[config.mk]
export PLATFORM = sky130hd
export DESIGN_NAME = alu_share_ctrl_flat
export DESIGN_NICKNAME = d
export VERILOG_FILES = /design/src/rtl/alu_share_ctrl_pkg.sv /design/src/rtl/alu_share_ctrl_if.sv /design/src/rtl/alu_share_ctrl_rr_arbiter.sv /design/src/rtl/alu_share_ctrl.sv /design/src/flat_wrapper.sv
export SDC_FILE = /design/constraint.sdc
export NUM_CORES = 1
export LEC_CHECK = 0
export ABC_AREA = 1
export CAP_MARGIN = 10
export CORE_AREA = 5 5 161 163
export CTS_CLUSTER_DIAMETER = 150
export DETAILED_ROUTE_END_ITERATION = 10
export DIE_AREA = 0 0 166 168
export PLACE_DENSITY = 0.73
export SETUP_SLACK_MARGIN = 0.2
export SYNTH_ARGS = -nofsm -noshare
export SYNTH_HDL_FRONTEND = slang
export SYNTH_SLANG_ARGS = --single-unit
[constraint.sdc]
create_clock -name clk -period 2.6 [get_ports clk]
set_clock_uncertainty 0.1 [all_clocks]
set_input_delay 0.39 -clock clk [delete_from_list [all_inputs] [get_ports clk]]
set_output_delay 0.39 -clock clk [all_outputs]
set_load 0.02 [all_outputs]
[src/rtl/alu_share_ctrl_pkg.sv]
// Purpose: shared types and default sizes for the ALU sharing controller.
// Latency: n/a (types and constants only).
// Backpressure: n/a.
package alu_ctrl_pkg;

    localparam int DEF_NUM_REQ     = 4;
    localparam int DEF_DATA_W      = 32;
    localparam int DEF_OP_W        = 3;
    localparam int DEF_TIMEOUT_CYC = 16;

    typedef enum logic [2:0] {
        OP_ADD    = 3'b000,
        OP_SUB    = 3'b001,
        OP_INC    = 3'b010,
        OP_DEC    = 3'b011,
        OP_PASS_A = 3'b100,
        OP_NOT_A  = 3'b101,
        OP_OR     = 3'b110,
        OP_AND    = 3'b111
    } alu_op_e;

    typedef enum logic [1:0] {
        IDLE = 2'd0,
        EXEC = 2'd1,
        RESP = 2'd2
    } ctrl_state_e;

endpackage

[src/rtl/alu_share_ctrl_if.sv]
// Purpose: bundles requester, response and ALU-side signals of the controller.
// Latency: n/a (wiring only).
// Backpressure: req_valid/req_ready and rsp_valid/rsp_ready handshakes.
interface alu_share_ctrl_if
    import alu_ctrl_pkg::*;
#(
    parameter int NUM_REQ = DEF_NUM_REQ,
    parameter int DATA_W  = DEF_DATA_W,
    parameter int OP_W    = DEF_OP_W
);
    localparam int IDW = $clog2(NUM_REQ);

    logic [NUM_REQ-1:0]        req_valid;
    logic [NUM_REQ-1:0]        req_ready;
    logic [NUM_REQ*DATA_W-1:0] req_a;
    logic [NUM_REQ*DATA_W-1:0] req_b;
    logic [NUM_REQ*OP_W-1:0]   req_op;
    logic                      rsp_valid;
    logic                      rsp_ready;
    logic [IDW-1:0]            rsp_id;
    logic [DATA_W-1:0]         rsp_data;
    logic                      rsp_err;
    logic [DATA_W-1:0]         alu_a;
    logic [DATA_W-1:0]         alu_b;
    logic [OP_W-1:0]           alu_opcode;
    logic                      alu_enable;
    logic [DATA_W-1:0]         alu_result;
    logic                      alu_ack;

    // Controller side.
    modport slave (
        input  req_valid, req_a, req_b, req_op, rsp_ready, alu_result, alu_ack,
        output req_ready, rsp_valid, rsp_id, rsp_data, rsp_err,
               alu_a, alu_b, alu_opcode, alu_enable
    );

    // Environment side: requesters, response consumer and the ALU itself.
    modport master (
        output req_valid, req_a, req_b, req_op, rsp_ready, alu_result, alu_ack,
        input  req_ready, rsp_valid, rsp_id, rsp_data, rsp_err,
               alu_a, alu_b, alu_opcode, alu_enable
    );

endinterface

[src/rtl/alu_share_ctrl_rr_arbiter.sv]
// Purpose: round-robin one-hot grant starting after the last granted requester.
// Latency: combinational.
// Backpressure: none; the caller decides whether the grant is honoured.
module rr_arbiter #(
    parameter int NUM_REQ = 4,
    localparam int IDW    = $clog2(NUM_REQ)
) (
    input  logic [NUM_REQ-1:0] req,
    input  logic [IDW-1:0]     last_grant,
    output logic [NUM_REQ-1:0] gnt,
    output logic [IDW-1:0]     gnt_idx,
    output logic               gnt_vld
);

    logic [IDW-1:0] cand;

    // Scan from last_grant+1 upward with wrap; the first hit wins.
    always_comb begin
        gnt     = '0;
        gnt_idx = '0;
        gnt_vld = 1'b0;
        cand    = '0;
        for (int k = 1; k <= NUM_REQ; k++) begin
            cand = IDW'((int'(last_grant) + k) % NUM_REQ);
            if (!gnt_vld && req[cand]) begin
                gnt_vld   = 1'b1;
                gnt_idx   = cand;
                gnt[cand] = 1'b1;
            end
        end
    end

endmodule

[src/rtl/alu_share_ctrl.sv]
// Purpose: shares one combinational ALU between NUM_REQ requesters, one op in flight.
// Latency: response valid one edge after ALU ack (two edges after accept with immediate ack).
// Backpressure: response held until rsp_ready; no new request accepted until then.
module alu_share_ctrl
    import alu_ctrl_pkg::*;
#(
    parameter int NUM_REQ     = DEF_NUM_REQ,
    parameter int DATA_W      = DEF_DATA_W,
    parameter int OP_W        = DEF_OP_W,
    parameter int TIMEOUT_CYC = DEF_TIMEOUT_CYC
) (
    input  logic             clk,
    input  logic             rst_n,
    alu_share_ctrl_if.slave  bus
);

    localparam int IDW = $clog2(NUM_REQ);
    localparam int WDW = $clog2(TIMEOUT_CYC + 1);

    ctrl_state_e       state_q, state_d;
    logic [IDW-1:0]    last_grant_q, last_grant_d;
    logic [IDW-1:0]    rsp_id_q, rsp_id_d;
    logic [DATA_W-1:0] alu_a_q, alu_a_d;
    logic [DATA_W-1:0] alu_b_q, alu_b_d;
    logic [OP_W-1:0]   alu_op_q, alu_op_d;
    logic [DATA_W-1:0] rsp_data_q, rsp_data_d;
    logic              alu_en_q, alu_en_d;
    logic              rsp_vld_q, rsp_vld_d;
    logic              rsp_err_q, rsp_err_d;
    logic [WDW-1:0]    wdog_q, wdog_d;

    logic [NUM_REQ-1:0] gnt;
    logic [IDW-1:0]     gnt_idx;
    logic               gnt_vld;

    rr_arbiter #(.NUM_REQ(NUM_REQ)) u_arb (
        .req        (bus.req_valid),
        .last_grant (last_grant_q),
        .gnt        (gnt),
        .gnt_idx    (gnt_idx),
        .gnt_vld    (gnt_vld)
    );

    // Grant is only offered in IDLE and never while reset is asserted.
    assign bus.req_ready  = (state_q == IDLE && rst_n) ? gnt : '0;
    assign bus.rsp_valid  = rsp_vld_q;
    assign bus.rsp_id     = rsp_id_q;
    assign bus.rsp_data   = rsp_data_q;
    assign bus.rsp_err    = rsp_err_q;
    assign bus.alu_a      = alu_a_q;
    assign bus.alu_b      = alu_b_q;
    assign bus.alu_opcode = alu_op_q;
    assign bus.alu_enable = alu_en_q;

    // Next-state and registered-output logic of the IDLE/EXEC/RESP sequencer.
    always_comb begin
        state_d      = state_q;
        last_grant_d = last_grant_q;
        rsp_id_d     = rsp_id_q;
        alu_a_d      = alu_a_q;
        alu_b_d      = alu_b_q;
        alu_op_d     = alu_op_q;
        rsp_data_d   = rsp_data_q;
        alu_en_d     = alu_en_q;
        rsp_vld_d    = rsp_vld_q;
        rsp_err_d    = rsp_err_q;
        wdog_d       = wdog_q;
        unique case (state_q)
            IDLE: begin
                if (gnt_vld) begin
                    state_d      = EXEC;
                    last_grant_d = gnt_idx;
                    rsp_id_d     = gnt_idx;
                    alu_a_d      = bus.req_a[int'(gnt_idx)*DATA_W +: DATA_W];
                    alu_b_d      = bus.req_b[int'(gnt_idx)*DATA_W +: DATA_W];
                    alu_op_d     = bus.req_op[int'(gnt_idx)*OP_W +: OP_W];
                    alu_en_d     = 1'b1;
                    wdog_d       = '0;
                end
            end
            EXEC: begin
                // Ack is checked first so it wins over a simultaneous expiry.
                if (bus.alu_ack || wdog_q == WDW'(TIMEOUT_CYC - 1)) begin
                    state_d    = RESP;
                    rsp_data_d = bus.alu_ack ? bus.alu_result : '0;
                    rsp_err_d  = !bus.alu_ack;
                    rsp_vld_d  = 1'b1;
                    alu_en_d   = 1'b0;
                    alu_a_d    = '0;
                    alu_b_d    = '0;
                    alu_op_d   = '0;
                end else begin
                    wdog_d = wdog_q + 1'b1;
                end
            end
            RESP: begin
                if (bus.rsp_ready) begin
                    state_d   = IDLE;
                    rsp_vld_d = 1'b0;
                end
            end
            default: state_d = IDLE;
        endcase
    end

    // State and output registers; reset aborts any op and drops enable at once.
    always_ff @(posedge clk or negedge rst_n) begin
        if (!rst_n) begin
            state_q      <= IDLE;
            last_grant_q <= IDW'(NUM_REQ - 1);
            rsp_id_q     <= '0;
            alu_a_q      <= '0;
            alu_b_q      <= '0;
            alu_op_q     <= '0;
            rsp_data_q   <= '0;
            alu_en_q     <= 1'b0;
            rsp_vld_q    <= 1'b0;
            rsp_err_q    <= 1'b0;
            wdog_q       <= '0;
        end else begin
            state_q      <= state_d;
            last_grant_q <= last_grant_d;
            rsp_id_q     <= rsp_id_d;
            alu_a_q      <= alu_a_d;
            alu_b_q      <= alu_b_d;
            alu_op_q     <= alu_op_d;
            rsp_data_q   <= rsp_data_d;
            alu_en_q     <= alu_en_d;
            rsp_vld_q    <= rsp_vld_d;
            rsp_err_q    <= rsp_err_d;
            wdog_q       <= wdog_d;
        end
    end

endmodule

[src/flat_wrapper.sv]
// flat-port wrapper written by rule: the top's interface ports become plain ports
module alu_share_ctrl_flat import alu_ctrl_pkg::*;
#(
    parameter int NUM_REQ     = DEF_NUM_REQ,
    parameter int DATA_W      = DEF_DATA_W,
    parameter int OP_W        = DEF_OP_W,
    parameter int TIMEOUT_CYC = DEF_TIMEOUT_CYC
)
  (clk, rst_n, bus_req_valid, bus_req_a, bus_req_b, bus_req_op, bus_rsp_ready, bus_alu_result, bus_alu_ack, bus_req_ready, bus_rsp_valid, bus_rsp_id, bus_rsp_data, bus_rsp_err, bus_alu_a, bus_alu_b, bus_alu_opcode, bus_alu_enable);
  alu_share_ctrl_if #(.NUM_REQ(NUM_REQ), .DATA_W(DATA_W), .OP_W(OP_W)) bus_i ();
  input  logic clk;
  input  logic rst_n;
  input wire logic [$bits(bus_i.req_valid)-1:0] bus_req_valid;
  input wire logic [$bits(bus_i.req_a)-1:0] bus_req_a;
  input wire logic [$bits(bus_i.req_b)-1:0] bus_req_b;
  input wire logic [$bits(bus_i.req_op)-1:0] bus_req_op;
  input wire logic [$bits(bus_i.rsp_ready)-1:0] bus_rsp_ready;
  input wire logic [$bits(bus_i.alu_result)-1:0] bus_alu_result;
  input wire logic [$bits(bus_i.alu_ack)-1:0] bus_alu_ack;
  output wire logic [$bits(bus_i.req_ready)-1:0] bus_req_ready;
  output wire logic [$bits(bus_i.rsp_valid)-1:0] bus_rsp_valid;
  output wire logic [$bits(bus_i.rsp_id)-1:0] bus_rsp_id;
  output wire logic [$bits(bus_i.rsp_data)-1:0] bus_rsp_data;
  output wire logic [$bits(bus_i.rsp_err)-1:0] bus_rsp_err;
  output wire logic [$bits(bus_i.alu_a)-1:0] bus_alu_a;
  output wire logic [$bits(bus_i.alu_b)-1:0] bus_alu_b;
  output wire logic [$bits(bus_i.alu_opcode)-1:0] bus_alu_opcode;
  output wire logic [$bits(bus_i.alu_enable)-1:0] bus_alu_enable;
  assign bus_i.req_valid = bus_req_valid;
  assign bus_i.req_a = bus_req_a;
  assign bus_i.req_b = bus_req_b;
  assign bus_i.req_op = bus_req_op;
  assign bus_i.rsp_ready = bus_rsp_ready;
  assign bus_i.alu_result = bus_alu_result;
  assign bus_i.alu_ack = bus_alu_ack;
  assign bus_req_ready = bus_i.req_ready;
  assign bus_rsp_valid = bus_i.rsp_valid;
  assign bus_rsp_id = bus_i.rsp_id;
  assign bus_rsp_data = bus_i.rsp_data;
  assign bus_rsp_err = bus_i.rsp_err;
  assign bus_alu_a = bus_i.alu_a;
  assign bus_alu_b = bus_i.alu_b;
  assign bus_alu_opcode = bus_i.alu_opcode;
  assign bus_alu_enable = bus_i.alu_enable;
  alu_share_ctrl #(.NUM_REQ(NUM_REQ), .DATA_W(DATA_W), .OP_W(OP_W), .TIMEOUT_CYC(TIMEOUT_CYC)) u_core (.clk(clk), .rst_n(rst_n), .bus(bus_i));
endmodule
# --- Word-level counts from Yosys, hierarchy flattened ---
# Cells that the tools add are included.
totals:
  elab_cells: 111
  inputBits: 308
  ff_bits: 113
  output_inout_bits: 108
classes:
  bitwise_logic: 3
  mux: 51
  add_sub_neg: 5
  n_eq_ne: 7
  multipliers: 1
  order_cmp: 8
  shifts: 3
  reduce_logical: 22
op_table:
  columns: ["operator", "n"]
  rows:
  - ["variable part select 128 x 8 -> 32 bit", 2]
  - ["2-to-1 mux 32 bit", 4]
  - ["case mux 32 bit (2 select lines)", 2]
  - ["variable part select 12 x 32 -> 3 bit", 1]
  - ["2-to-1 mux 4 bit", 5]
  - ["2-to-1 mux 1 bit", 16]
  - ["2-to-1 mux 2 bit", 7]
  - ["< comparator 2 x 3 -> 1 bit, second input constant", 4]
  - ["bitwise OR 4 bit", 3]
  - ["AND reduction 3 bit", 4]
  - ["2-to-1 mux 5 bit", 2]
  - ["case mux 5 bit (2 select lines)", 1]
  - ["binary-select mux 1 bit (select 2 bit)", 4]
  - ["demux 1 bit (select 2 bit)", 4]
  - [">= comparator 2 x 1 -> 1 bit, second input constant", 4]
  - ["logical AND 1 bit", 8]
  - ["2-to-1 mux 3 bit", 2]
  - ["case mux 2 bit (3 select lines)", 1]
  - ["case mux 3 bit (2 select lines)", 1]
  - ["adder 5 x 1 -> 5 bit, second input constant", 1]
  - ["== test 5 x 4 -> 1 bit, second input constant", 1]
  - ["adder 2 x 1 -> 2 bit, second input constant", 2]
  - ["adder 2 bit, second input constant", 2]
  - ["zero test 1 bit", 4]
  - ["other kinds (10)", 15]

# --- Logic depth before layout (Yosys ltp) ---
# Gate-level depths: netlist (run 1).
depth:
  depth_word: 17
  mapped_depth: 17
  mapped_depth_nobuf: 14

# --- Hierarchy ---
# From an unflattened synthesis (run 1), not the netlist that was laid out.
hier_totals:
  cells_unflattened: 1029
  area_unflattened_um2: 7009.2
by_module_without_submodules:
  columns: ["mod", "n_inst", "cells_per_inst", "area_per_inst_um2"]
  rows:
  - ["alu_share_ctrl", 1, 955, 6551.3]
  - ["rr_arbiter", 1, 74, 457.9]

# --- Least setup slack after synthesis (run 1) ---
# Ideal clock, no wire load.
synth_timing:
  path_kind: "register to register"
  startpoint: "register u_core.last_grant_q[0]"
  endpoint: "register u_core.alu_b_q[10], in the netlist u_core.bus.alu_b[10]"
  stages_incl_launch_ff: 16
  setup_slack_ns: 0.081
  path_buffers: 3
  setup_ns: 0.118
  synth_period_minus_slack_ns: 2.519
  arrival_time_ns: 2.301
  t_required_ns: 2.382
  cell_sequence: "dfstp_2 buf_6 inv_4 ha_1 inv_1 nand3_1 nand2_1 inv_1 nand2_1 nand3_1 a21oi_2 buf_4 buf_2 nand3_1 nand3_1 nand2_1"
synth_between:
  elab_chain_cells: 16
synth_rtl:
  columns: ["item", "line_no", "text"]
  rows:
  - ["start: declaration", "alu_share_ctrl.sv:21", "logic [IDW-1:0] last_grant_q, last_grant_d;"]
  - ["start signal: assignment", "alu_share_ctrl.sv:110", "last_grant_q <= IDW'(NUM_REQ - 1);"]
  - ["start signal: assignment", "alu_share_ctrl.sv:122", "last_grant_q <= last_grant_d;"]
  - ["adder 2 x 1 -> 2 bit", "alu_share_ctrl_rr_arbiter.sv:24", "cand = IDW'((int'(last_grant) + k) % NUM_REQ);"]
  - ["binary-select mux 1 bit (select 2 bit)", "alu_share_ctrl_rr_arbiter.sv:25", "if (!gnt_vld && req[cand]) begin"]
  - ["2-to-1 mux 1 bit (implied by the code)", "alu_share_ctrl_rr_arbiter.sv:25", null]
  - ["2-to-1 mux 1 bit", "alu_share_ctrl_rr_arbiter.sv:25", null]
  - ["zero test 1 bit", "alu_share_ctrl_rr_arbiter.sv:25", null]
  - ["logical AND 1 bit", "alu_share_ctrl_rr_arbiter.sv:25", null]
  - ["2-to-1 mux 1 bit", "alu_share_ctrl_rr_arbiter.sv:25", null]
  - ["zero test 1 bit", "alu_share_ctrl_rr_arbiter.sv:25", null]
  - ["logical AND 1 bit", "alu_share_ctrl_rr_arbiter.sv:25", null]
  - ["2-to-1 mux 1 bit", "alu_share_ctrl_rr_arbiter.sv:25", null]
  - ["zero test 1 bit", "alu_share_ctrl_rr_arbiter.sv:25", null]
  - ["logical AND 1 bit", "alu_share_ctrl_rr_arbiter.sv:25", null]
  - ["2-to-1 mux 2 bit", "alu_share_ctrl_rr_arbiter.sv:25", null]
  - ["variable part select 128 x 8 -> 32 bit", "alu_share_ctrl.sv:75", "alu_b_d = bus.req_b[int'(gnt_idx)*DATA_W +: DATA_W];"]
  - ["2-to-1 mux 32 bit", "alu_share_ctrl.sv:70", "if (gnt_vld) begin"]
  - ["case mux 32 bit (2 select lines)", "alu_share_ctrl.sv:68", "unique case (state_q)"]
  - ["end signal: assignment", "alu_share_ctrl.sv:125", "alu_b_q <= alu_b_d;"]
  - ["end: declaration", "alu_share_ctrl.sv:24", "logic [DATA_W-1:0] alu_b_q, alu_b_d;"]
# Parallel ways exist; a longest one is shown, timed or not. The select of a mux whose other input is x is not followed.
# A chain may end at the register's enable or synchronous reset.

# --- Worst setup path after layout (run 1) ---
layout_timing:
  startpoint: "register u_core.last_grant_q[0]"
  endpoint: "output bus_req_ready[0]"
layout_between:
  elab_chain_cells: 14
layout_rtl:
  columns: ["item", "line_no", "text"]
  rows:
  - ["branches (longest 12 deep; another with < comparator 2 x 3 -> 1 bit)", null, null]
  - ["2-to-1 mux 4 bit (*)", "alu_share_ctrl_rr_arbiter.sv:25", null]
  - ["2-to-1 mux 4 bit (*)", "alu_share_ctrl.sv:45", "assign bus.req_ready = (state_q == IDLE && rst_n) ? gnt : '0;"]
  - ["end: declaration", "flat_wrapper.sv:20", "output wire logic [$bits(bus_i.req_ready)-1:0] bus_req_ready;"]
# Mark *: on every way between the ends. The select of a mux whose other input is x is not followed.

==> results.sh, run 1 <==
export IMPL_cp_data_required_time_ps=2110
export IMPL_synth_largest_area_cell="dfrtp_1"
export IMPL_synth_nets=1281
export IMPL_cts_tree="yes"
export IMPL_drt_antenna_violating_nets=0
export IMPL_outcome="finished, violations left"
export IMPL_grt_total_usage_pct=24.6
export IMPL_worstMarginPinSlew_ps=817
export IMPL_hold_path_class="in2async"
export IMPL_cp_start_kind="flip-flop"
export IMPL_post_route_period_util_pct=107
export IMPL_io_pins=416
export IMPL_multi_input_area_mm2=0.00420
export IMPL_setup_ws_ps=-177
export IMPL_crit_type="reg2out"
export IMPL_synth_seq_cells=113
export IMPL_dr_pass1_iters=5
export IMPL_die_w_um=166
export IMPL_numPortBuffers=415
export IMPL_grt_start_max_net_pins=71
export IMPL_fin_area_mm2=0.0147
export IMPL_fin_util_pct=60.6
export IMPL_syn_avg_cell_area_um2=7.24
export IMPL_setup_viol=69
export IMPL_synth_flop_cell="dfrtp_1"
export IMPL_routed_wl_um=40600
export IMPL_initial_utilization_pct=28.8
export IMPL_async_flop_share_pct=100
export IMPL_syn2layout_area_growth_pct=110
export IMPL_root_buffer="clkbuf_16"
export IMPL_rr_startpoint="u_core.last_grant_q[0]"
export IMPL_hold_violations=0
export IMPL_syn_cell_area_mm2=0.00697
export IMPL_fp_row_count=57
export IMPL_synth_distinct_cells=32
export IMPL_overflow=0
export IMPL_wire_per_inst_um=22.8
export IMPL_grt_pass1_wl_um=53600
export IMPL_synth_common_cells="349 x nand3_1, 301 x nand2_1, 111 x dfrtp_1"
export IMPL_yosysMostFrequentCell="nand3_1"
export IMPL_antenna_cells=0
export IMPL_fin_cells=1782
export IMPL_ys_top_cells_by_area="dfrtp_1 40%, nand3_1 25%, nand2_1 16%"
export IMPL_violations="negative setup slack"
export IMPL_fmax_ghz=0.360
export IMPL_cts_buffers=17
export IMPL_path_clk_slew_ps=70
export IMPL_fin_crit_ps=2780
export IMPL_coreArea_mm2=0.0242
export IMPL_yosys_warnings=0
export IMPL_syn_inst=963
export IMPL_arrival_ps=2290
export IMPL_rsz0062_at_grt="true"
export IMPL_max_cap_violations=0
export IMPL_maxSlewViolCount=0
export IMPL_regArea_mm2=0.00283
export IMPL_die_h_um=168
export IMPL_fill_cells=2068
export IMPL_setup_tns_ps=-4330
export IMPL_slew_headroom_pct=45.5
export IMPL_drive_above_1_share_pct=19.1
export IMPL_endpoint_kind="output pin"
export IMPL_drc=0
export IMPL_cts_sinks=113
export IMPL_place_inst=1657
export IMPL_clk_insertion_delay_late_ps=420
export IMPL_dpl_cell_area_mm2=0.0116
export IMPL_synth_edf_count=0
export IMPL_critPathMaxFanout=4
export IMPL_htree_levels=4
export IMPL_dieArea_mm2=0.0279
export IMPL_grt_pass1_vias=9097
export IMPL_antenna_found_initial=0
export IMPL_gp_congestion=0.886
export IMPL_vias=9399
export IMPL_post_drt_via_cell_ratio=5.27
export IMPL_layout_nets=1763
export IMPL_drt_iter0_drc=846
export IMPL_dpl_hpwl_um=22500
export IMPL_cp_startpoint="u_core.last_grant_q[0]"
export IMPL_cts_buffer_depth=2
export IMPL_synth_top_cell_area_share_pct=39.9
export IMPL_yosysSeqAreaShare_pct=40.6
cell type report:
| cell class | count | share of cell area [%] |
|---|---|---|
| Clock inverter | 15 | 1.13 |
| Clock buffer | 17 | 2.90 |
| Tap cell | 324 | 2.77 |
| Timing Repair Buffer | 540 | 44.5 |
| Inverter | 25 | 0.692 |
| Multi-Input combinational cell | 748 | 28.6 |
| Sequential cell | 113 | 19.3 |
metrics by stage:
stage	hold slack [ps]	setup slack (ps)
final	70.2	-177
after global routing	116	-292
after CTS	95.1	-164
after detailed placement	365	-361
after global placement	361	-317
after floorplan	-5.59	203
timing repair:
item / 4_1_cts / 5_1_grt
resized for setup: 107 / 106
endpoints found under the setup margin: 73 / 77
hold buffers: 0 / 0
pin swaps: 21 / 44
gates cloned: 27 / 27
setup buffers: 24 / 15
cells by family (layout without fill, tap and decap cells):
group,Yosys count,after routing,share of synthesized area [%]
flip-flops,113,113,40.6
adder cells (fa/ha/maj),10,10,1.80
buffers and inverters,104,597,7.54
AO/OA/AOI/OAI,50,50,5.58
XOR/XNOR,2,2,0.251
AND/OR/NAND/NOR,684,686,44.2
layer usage:
metal,GRT usage (%),vias to the layer above,share of wire (%)
met4,9.15,0,3.9
met3,7.03,114,9.0
met1,28.6,4434,38
met2,43.3,582,49
li1,-,4269,-
met5,0,-,0
worst paths after layout:
kind,end,slack [ps],cells after the start
setup / recovery,bus_req_ready[0],-180,13
hold / removal,u_core.bus.rsp_data[5],70,2
setup reg to reg,u_core.bus.alu_opcode[1],-120,17
hold reg to reg,u_core.bus.alu_a[23],370,2
max in group asynchronous,u_core.bus.rsp_id[0],1040,3
min in group clk,u_core.bus.alu_a[23],370,2
cells in the final DEF (no fill, tap or decap), types with 14 or more instances in the layout:
master           count
buf_4               19
a22o_1              32
buf_16              32
dfrtp_1            111
nand3_1            285
clkdlybuf4s50_1    410
nand2_1            291
buf_12              24
clkbuf_16           35
nand3_2             56
buf_6               28
inv_1               14
state kept, by name, summed over array words and instances (netlist names):
register               cells
u_core.bus.alu_a          32
u_core.bus.alu_b          32
u_core.bus.rsp_data       32
u_core.wdog_q              5
u_core.bus.alu_opcode      3
u_core.bus.rsp_id          2
u_core.last_grant_q        2
u_core.state_q             2
u_core.bus.alu_enable      1
u_core.bus.rsp_err         1
u_core.bus.rsp_valid       1
worst max-delay path, stage by stage (launching register included):
cell     delay (ps)
dfstp_2         570
inv_4            50
ha_4            300
inv_4            50
nand2_4          70
nand2_8          70
buf_6           120
inv_4            60
o22ai_2          80
a31oi_1         180
o21ai_1         100
nand2_1          80
inv_2            40
buf_6           120
Power of run 1 is not shown: default switching activity piles up to over one toggle a cycle in this logic, so the estimate is an artifact.
==> run 2: changes to the inputs <==
--- a/config.mk
+++ b/config.mk
@@ -7,10 +7,10 @@
 export LEC_CHECK = 0
 export ABC_AREA = 1
 export CAP_MARGIN = 10
-export CORE_AREA = 5 5 161 163
+export CORE_AREA = 4 4 160 162
 export CTS_CLUSTER_DIAMETER = 150
 export DETAILED_ROUTE_END_ITERATION = 10
-export DIE_AREA = 0 0 166 168
+export DIE_AREA = 0 0 164 166
 export PLACE_DENSITY = 0.73
 export SETUP_SLACK_MARGIN = 0.2
 export SYNTH_ARGS = -nofsm -noshare
==> run 2 against run 1 <==
Effect of this change:
- the run ends with design-rule violations, negative setup slack left
- cell count decreased by 1.8%
- die area fell by 2.4%
- hold slack improved by 300 ps
- design area shrank 6.9%
- non-clock buffer count shrank 31
- routed wire length down 8.1%
- sequential share of layout area increased by 1.4 points
- count of clock-buffer cells in the layout unchanged
- via count decreased by 0.59%
- global-route usage is 2.6 points lower
- first-iteration DRC count down 17%
- setup slack got worse by 6.6 ps
- critical endpoint is now bus_req_ready[3]
- largest cell class unchanged
==> results.sh, run 2 (synthesized netlist as in run 1, its figures left out) <==
export IMPL_crit_top_cell="nand2_4"
export IMPL_critPathMaxStageDelay_ps=560
export IMPL_post_drt_via_cell_ratio=5.34
export IMPL_antenna_found_initial=1
export IMPL_dr_wl_met2_um=17800
export IMPL_highest_layer="met4"
export IMPL_routed_wl_um=37300
export IMPL_hold_path_class="reg2reg"
export IMPL_cts_tree="yes"
export IMPL_path_cells="inv_4 > ha_4 > inv_4 > nand2_4 > nand2_4 > nor2_4 > nand2_4 > nor2_4 > inv_2 > nor2_1 > o21ai_1 > inv_1 > buf_6"
export IMPL_cts_buffers=17
export IMPL_coreArea_mm2=0.0241
export IMPL_initial_utilization_pct=28.9
export IMPL_cp_start_kind="flip-flop"
export IMPL_slew_headroom_pct=53.5
export IMPL_wire_per_inst_um=21.3
export IMPL_grt_start_max_net_pins=73
export IMPL_grt_pass1_vias=8761
export IMPL_layout_common_cells="410 x clkdlybuf4s50_1, 310 x nand3_1, 288 x nand2_1"
export IMPL_fp_row_count=57
export IMPL_io_pins=416
export IMPL_slowest_stage="dfstp_2"
export IMPL_drt_iter0_drc=698
export IMPL_violations="design-rule violations, negative setup slack"
export IMPL_numPortBuffers=415
export IMPL_dpl_hpwl_um=22100
export IMPL_clk_insertion_delay_late_ps=420
export IMPL_wl_met3_um=3870
export IMPL_worstMarginPinSlew_ps=697
export IMPL_layout_nets=1730
export IMPL_cts_buffer_depth=2
export IMPL_crit_type="reg2out"
export IMPL_wl_met1_um=13500
export IMPL_gp_congestion=0.876
export IMPL_maxSlewViolCount=0
export IMPL_drc=1
export IMPL_overflow=0
export IMPL_hold_worst_slack_ps=369
export IMPL_dr_pass1_iters=11
export IMPL_die_h_um=166
export IMPL_vias=9344
export IMPL_hold_violations=0
export IMPL_syn2layout_area_growth_pct=95.8
export IMPL_cts_sinks=113
export IMPL_cp_data_required_time_ps=2110
export IMPL_post_route_period_util_pct=107
export IMPL_endpoint_kind="output pin"
export IMPL_path_clk_slew_ps=60
export IMPL_dp_slack_ps=-378
export IMPL_dieArea_mm2=0.0272
export IMPL_fmax_ghz=0.359
export IMPL_grt_total_usage_pct=22.1
export IMPL_critPathMaxFanout=4
export IMPL_fin_crit_ps=2780
export IMPL_die_w_um=164
export IMPL_setup_ws_ps=-184
export IMPL_root_buffer="clkbuf_16"
export IMPL_setup_viol=53
export IMPL_drt_antenna_violating_nets=0
export IMPL_final_common_cell="clkdlybuf4s50_1"
export IMPL_htree_levels=4
export IMPL_arrival_ps=2290
export IMPL_drive_above_1_share_pct=15.4
export IMPL_fill_cells=2211
export IMPL_grt_pass1_wl_um=47600
export IMPL_max_cap_violations=0
export IMPL_rsz0062_at_grt="true"
export IMPL_outcome="finished, violations left"
==> run 2: cell count changes in the layout (fill, tap and decap cells not counted), moves of 2 or more <==
cell / before / now
nand2_4: 9 / 7
inv_8: 3 / 1
buf_8: 8 / 5
nand3_4: 10 / 3
buf_16: 32 / 13
buf_6: 28 / 18
nand3_2: 56 / 38
nand2_1: 291 / 288
nand3_1: 285 / 310
buf_4: 19 / 26
buf_12: 24 / 19
nand2_2: 11 / 15
==> run 2: worst paths after layout <==
| kind | from | to | slack [ps] | cells after the start |
|---|---|---|---|---|
| max reg2reg | u_core.last_grant_q[0] | u_core.bus.alu_b[23] | -90 | 18 |
| min in group asynchronous | rst_n | u_core.wdog_q[2] | 620 | 3 |
| max in group asynchronous | rst_n | u_core.bus.alu_b[8] | 690 | 4 |
| min reg2reg | u_core.bus.alu_b[10] | u_core.bus.alu_b[10] | 370 | 2 |
| min | u_core.bus.alu_b[10] | u_core.bus.alu_b[10] | 370 | 2 |
| max | u_core.last_grant_q[0] | bus_req_ready[3] | -180 | 13 |
==> run 2: what timing repair did <==
item,CTS,global route
endpoints found under the setup margin,74,129
setup buffers,6,21
hold buffers,1,0
gates cloned,6,24
hold endpoints to repair,10,0
pin swaps,8,27
gates resized for setup,51,90
==> run 2: stage by stage <==
step / util (%) / setup TNS [ps] / area, um2 / instances
6_report: 56.6 / -1990 / 13600 / 1750
5_1_grt: 56.6 / -13080 / 13600 / 1750
4_1_cts: 52.0 / -4770 / 12500 / 1704
3_5_place_dp: 48.2 / -14760 / 11600 / 1659
3_3_place_gp: 48.2 / -9990 / 11600 / 1659
2_1_floorplan: - / 0 / 7010 / 963
==> run 2: critical path, delay by kind of cell, from the launching register on <==
family          cells  cell delay, ps
fa+ha+maj           1             300
flops               1             560
buf+inv             5             380
compound gates      1              80
simple gates        6             560
==> run 2: routing by layer <==
layer,up-vias,global-route usage (%)
li1,4186,-
met5,-,0
met2,654,37.2
met4,0,11.7
met3,153,6.73
met1,4351,25.0
==> run 2: area by class of cell <==
class	instances	area [um2]	share of cell area [%]
timing repair buffer	509	5750	42.2
antenna	1	2.50	0.0183
multi-input combinational	746	3980	29.2
tap	324	405	2.97
clock buffer	17	425	3.12
sequential	113	2830	20.7
clock inverter	15	148	1.08
inverter	25	101	0.743
Power of run 2 is left out for the same reason.
==> edit, RTL diff (config.mk and constraints of run 1) <==
Change the package constant `DEF_TIMEOUT_CYC` from 16 to 64.
--- a/src/rtl/alu_share_ctrl_pkg.sv
+++ b/src/rtl/alu_share_ctrl_pkg.sv
@@ -6,7 +6,7 @@
     localparam int DEF_NUM_REQ     = 4;
     localparam int DEF_DATA_W      = 32;
     localparam int DEF_OP_W        = 3;
-    localparam int DEF_TIMEOUT_CYC = 16;
+    localparam int DEF_TIMEOUT_CYC = 64;
 
     typedef enum logic [2:0] {
         OP_ADD    = 3'b000,
Function: no difference found for any inputs over 4 cycles, from zero or initial values and one cycle with rst_n low; that may be too few to reach the edited logic, so the function may still have changed.
==> edit against run 1 <==
- the flow still finishes with violations (negative setup slack)
- die area is the same
- final area rose by 8.3%
- wire length increased by 8.7%
- non-clock buffer count increased by 29
- area after synthesis rose by 4.6%
- worst setup slack got worse by 0.092 ns
- register-to-register slack worse by 0.14 ns
- critical path depth fell by 2
- sequential cell count grew 2
- critical path type unchanged
- largest cell class unchanged
Power is left out: the tool's default activity adds up to more than one toggle a clock period on the data nets, which glitch-free logic cannot reach.
==> edit: results (changes against run 1) <==
- outcome: finished with violations
- failing checks: negative setup slack
- vias: 10.3k, +9.2%
- post-synthesis share of cell area spent on xor and xnor gates: 0.120%, -0.13 points
- Detailed Route Iter0 Violations: 1037, +23%
- Final Net Count: 1810, +2.7%
- syn_nets: 1314, +2.6%
- sequential fraction of the synthesis area: 39.5%, -1.1 points
- share of final-layout standard cells stronger than drive strength 1: 27.2%, +8.1 points
- number of distinct library cells after synthesis: 36, +13%
- final setup slack of the worst path: -0.270 ns, -0.0922 ns
- post-synthesis async set-or-reset flop share: 100%, unchanged
- R2R Path Start: u_core.last_grant_q[0]
- Pre-antenna DRT Iters: 7, +2
- Post-synth EDFFs: 0, unchanged
- fill cell instance count of the final layout: 1856, -10%
- Port Buffer Count: 415, unchanged
- Max FO, Critical Path: 6, +2
- buffer levels on the longest clock path: 2, unchanged
- most frequent cells after synthesis: sky130_fd_sc_hd__nand2_1, sky130_fd_sc_hd__nand3_1, sky130_fd_sc_hd__nand4_1
- GRT Total Usage: 29.9%, +5.3 points
- clock input transition at the sequential cells of the worst setup and hold paths: 0.06 ns
- setup-violating endpoint count in the final report: 71, +2.9%
- register-to-register path setup slack: -0.26 ns, -0.14 ns
- crit path from: u_core.last_grant_q[0]
- slew margin rel.: 49.9%, +4.4 points
- global-route wire length before repair: 64600 um, +21%
- initial antenna violation count: 4, +4
- top_reg_cell synth: sky130_fd_sc_hd__dfrtp_1
- end point of the critical path: bus_req_ready[1]
- placed instance area: 12200 um^2, +5.0%
- clk_lat worst skew: 0.42 ns, about the same
- number of standard cells after synthesis: 997, +3.5%
- clock root cell: sky130_fd_sc_hd__clkbuf_16
- cell total after placement: 1705, +2.9%
- adder-cell share of the synthesized area: 1.54%, -0.25 points
- largest net degree at the start of global routing: 77, +8.5%
- Worst Hold Class: register to register
- share of synthesized area spent on multiplexers: 0%, unchanged
- RePlAce Congestion: 0.909, +2.6%
- htree depth: 4, unchanged
- Compound-Gate Fraction of Synth Area: 5.99%, +0.41 points
- vias in the first global route: 10.6k, +17%
- per-cell via count in the routed design: 5.59, +6.1%
- top cells by area in the synthesized netlist: sky130_fd_sc_hd__dfrtp_1, sky130_fd_sc_hd__nand2_1, sky130_fd_sc_hd__nand3_1
- count of yosys warnings during synthesis: 0, unchanged
- number of buffers inserted during clock tree synthesis: 17, unchanged
- FF-to-FF path depth: 20, +3
- post-synthesis to final-layout area growth: 118%
- dpl ws: -0.396 ns, -0.0351 ns
- dpl hpwl: 25000 um, +11%
- drt wl/cell: 24.1 um, +5.6%
- end of the worst register-to-register path: u_core.bus.alu_b[8]
- critical path arrival: 2.38 ns, +0.09 ns
- hold_sp: u_core.bus.alu_a[26]
[edit: cell count changes after synthesis, sizes merged, moves of 2 or more]
cell    delta
clkbuf    +28
nor3       +2
buf       -15
nand2      +7
inv        +6
nor2       -5
dfrtp      +2
nand4    +137
nand3    -135
a21oi      +5
o21ai      +2
[edit: stage by stage]
stage / hold slack (ns) / setup TNS [ns]
2_1_floorplan: -0.00559 / 0
3_3_place_gp: 0.361 / -5.02
3_5_place_dp: 0.364 / -5.94
4_1_cts: 0.371 / -7.56
5_1_grt: 0.393 / -18.84
6_report: 0.375 / -11.12
[edit: kinds of logic after synthesis]
group	after synthesis
AND/OR/NAND/NOR	690
buffers and inverters	123
flip-flops	115
AO/OA/AOI/OAI	59
adder cells (fa/ha/maj)	9
XOR/XNOR	1
[edit: worst min-delay path by stage]
stage,depth (start not counted),slack (ns),endpoint
after floorplan,0,-0.006,u_core.bus.alu_a[0]
after global placement,2,0.36,u_core.bus.alu_a[13]
after detailed placement,2,0.36,u_core.bus.alu_b[24]
after CTS,2,0.37,u_core.bus.alu_b[6]
after global routing,2,0.39,u_core.bus.alu_enable
final,2,0.38,u_core.bus.alu_a[26]
[edit: metal layers]
layer | global-route usage (%) | routed length [um] | vias up
li1 | - | - | 4544
met1 | 34.1 | 16100 | 4897
met2 | 51.0 | 21400 | 686
met3 | 9.28 | 4300 | 138
met4 | 14.9 | 2280 | 0
met5 | 0 | 0 | -
[edit: worst max-delay path, stage by stage, from the launching register on]
cell                       delay [ns]
sky130_fd_sc_hd__dfstp_2         0.58
sky130_fd_sc_hd__inv_6           0.04
sky130_fd_sc_hd__ha_4            0.30
sky130_fd_sc_hd__inv_4           0.04
sky130_fd_sc_hd__nand2_4         0.08
sky130_fd_sc_hd__nand2_8         0.08
sky130_fd_sc_hd__nor2_8          0.14
sky130_fd_sc_hd__nand4_1         0.21
sky130_fd_sc_hd__o221ai_1        0.21
sky130_fd_sc_hd__nand2_1         0.10
sky130_fd_sc_hd__inv_2           0.08
sky130_fd_sc_hd__buf_6           0.11
[edit: timing repair]
action,4_1_cts,5_1_grt
endpoints found under the setup margin,75,187
setup buffers,43,5
cloned,42,2
gates resized for setup,317,47
pin swaps,143,48
hold endpoints to repair,38,0
hold buffers,1,0
[edit: area by class of cell]
type	count	share of cell area, %
Clock buffer	17	2.68
Antenna cell	5	0.0788
Inverter	31	0.875
Tap cell	324	2.55
Clock inverter	15	0.851
Timing Repair Buffer	569	43.4
Multi-Input combinational cell	759	31.4
Sequential cell	115	18.1
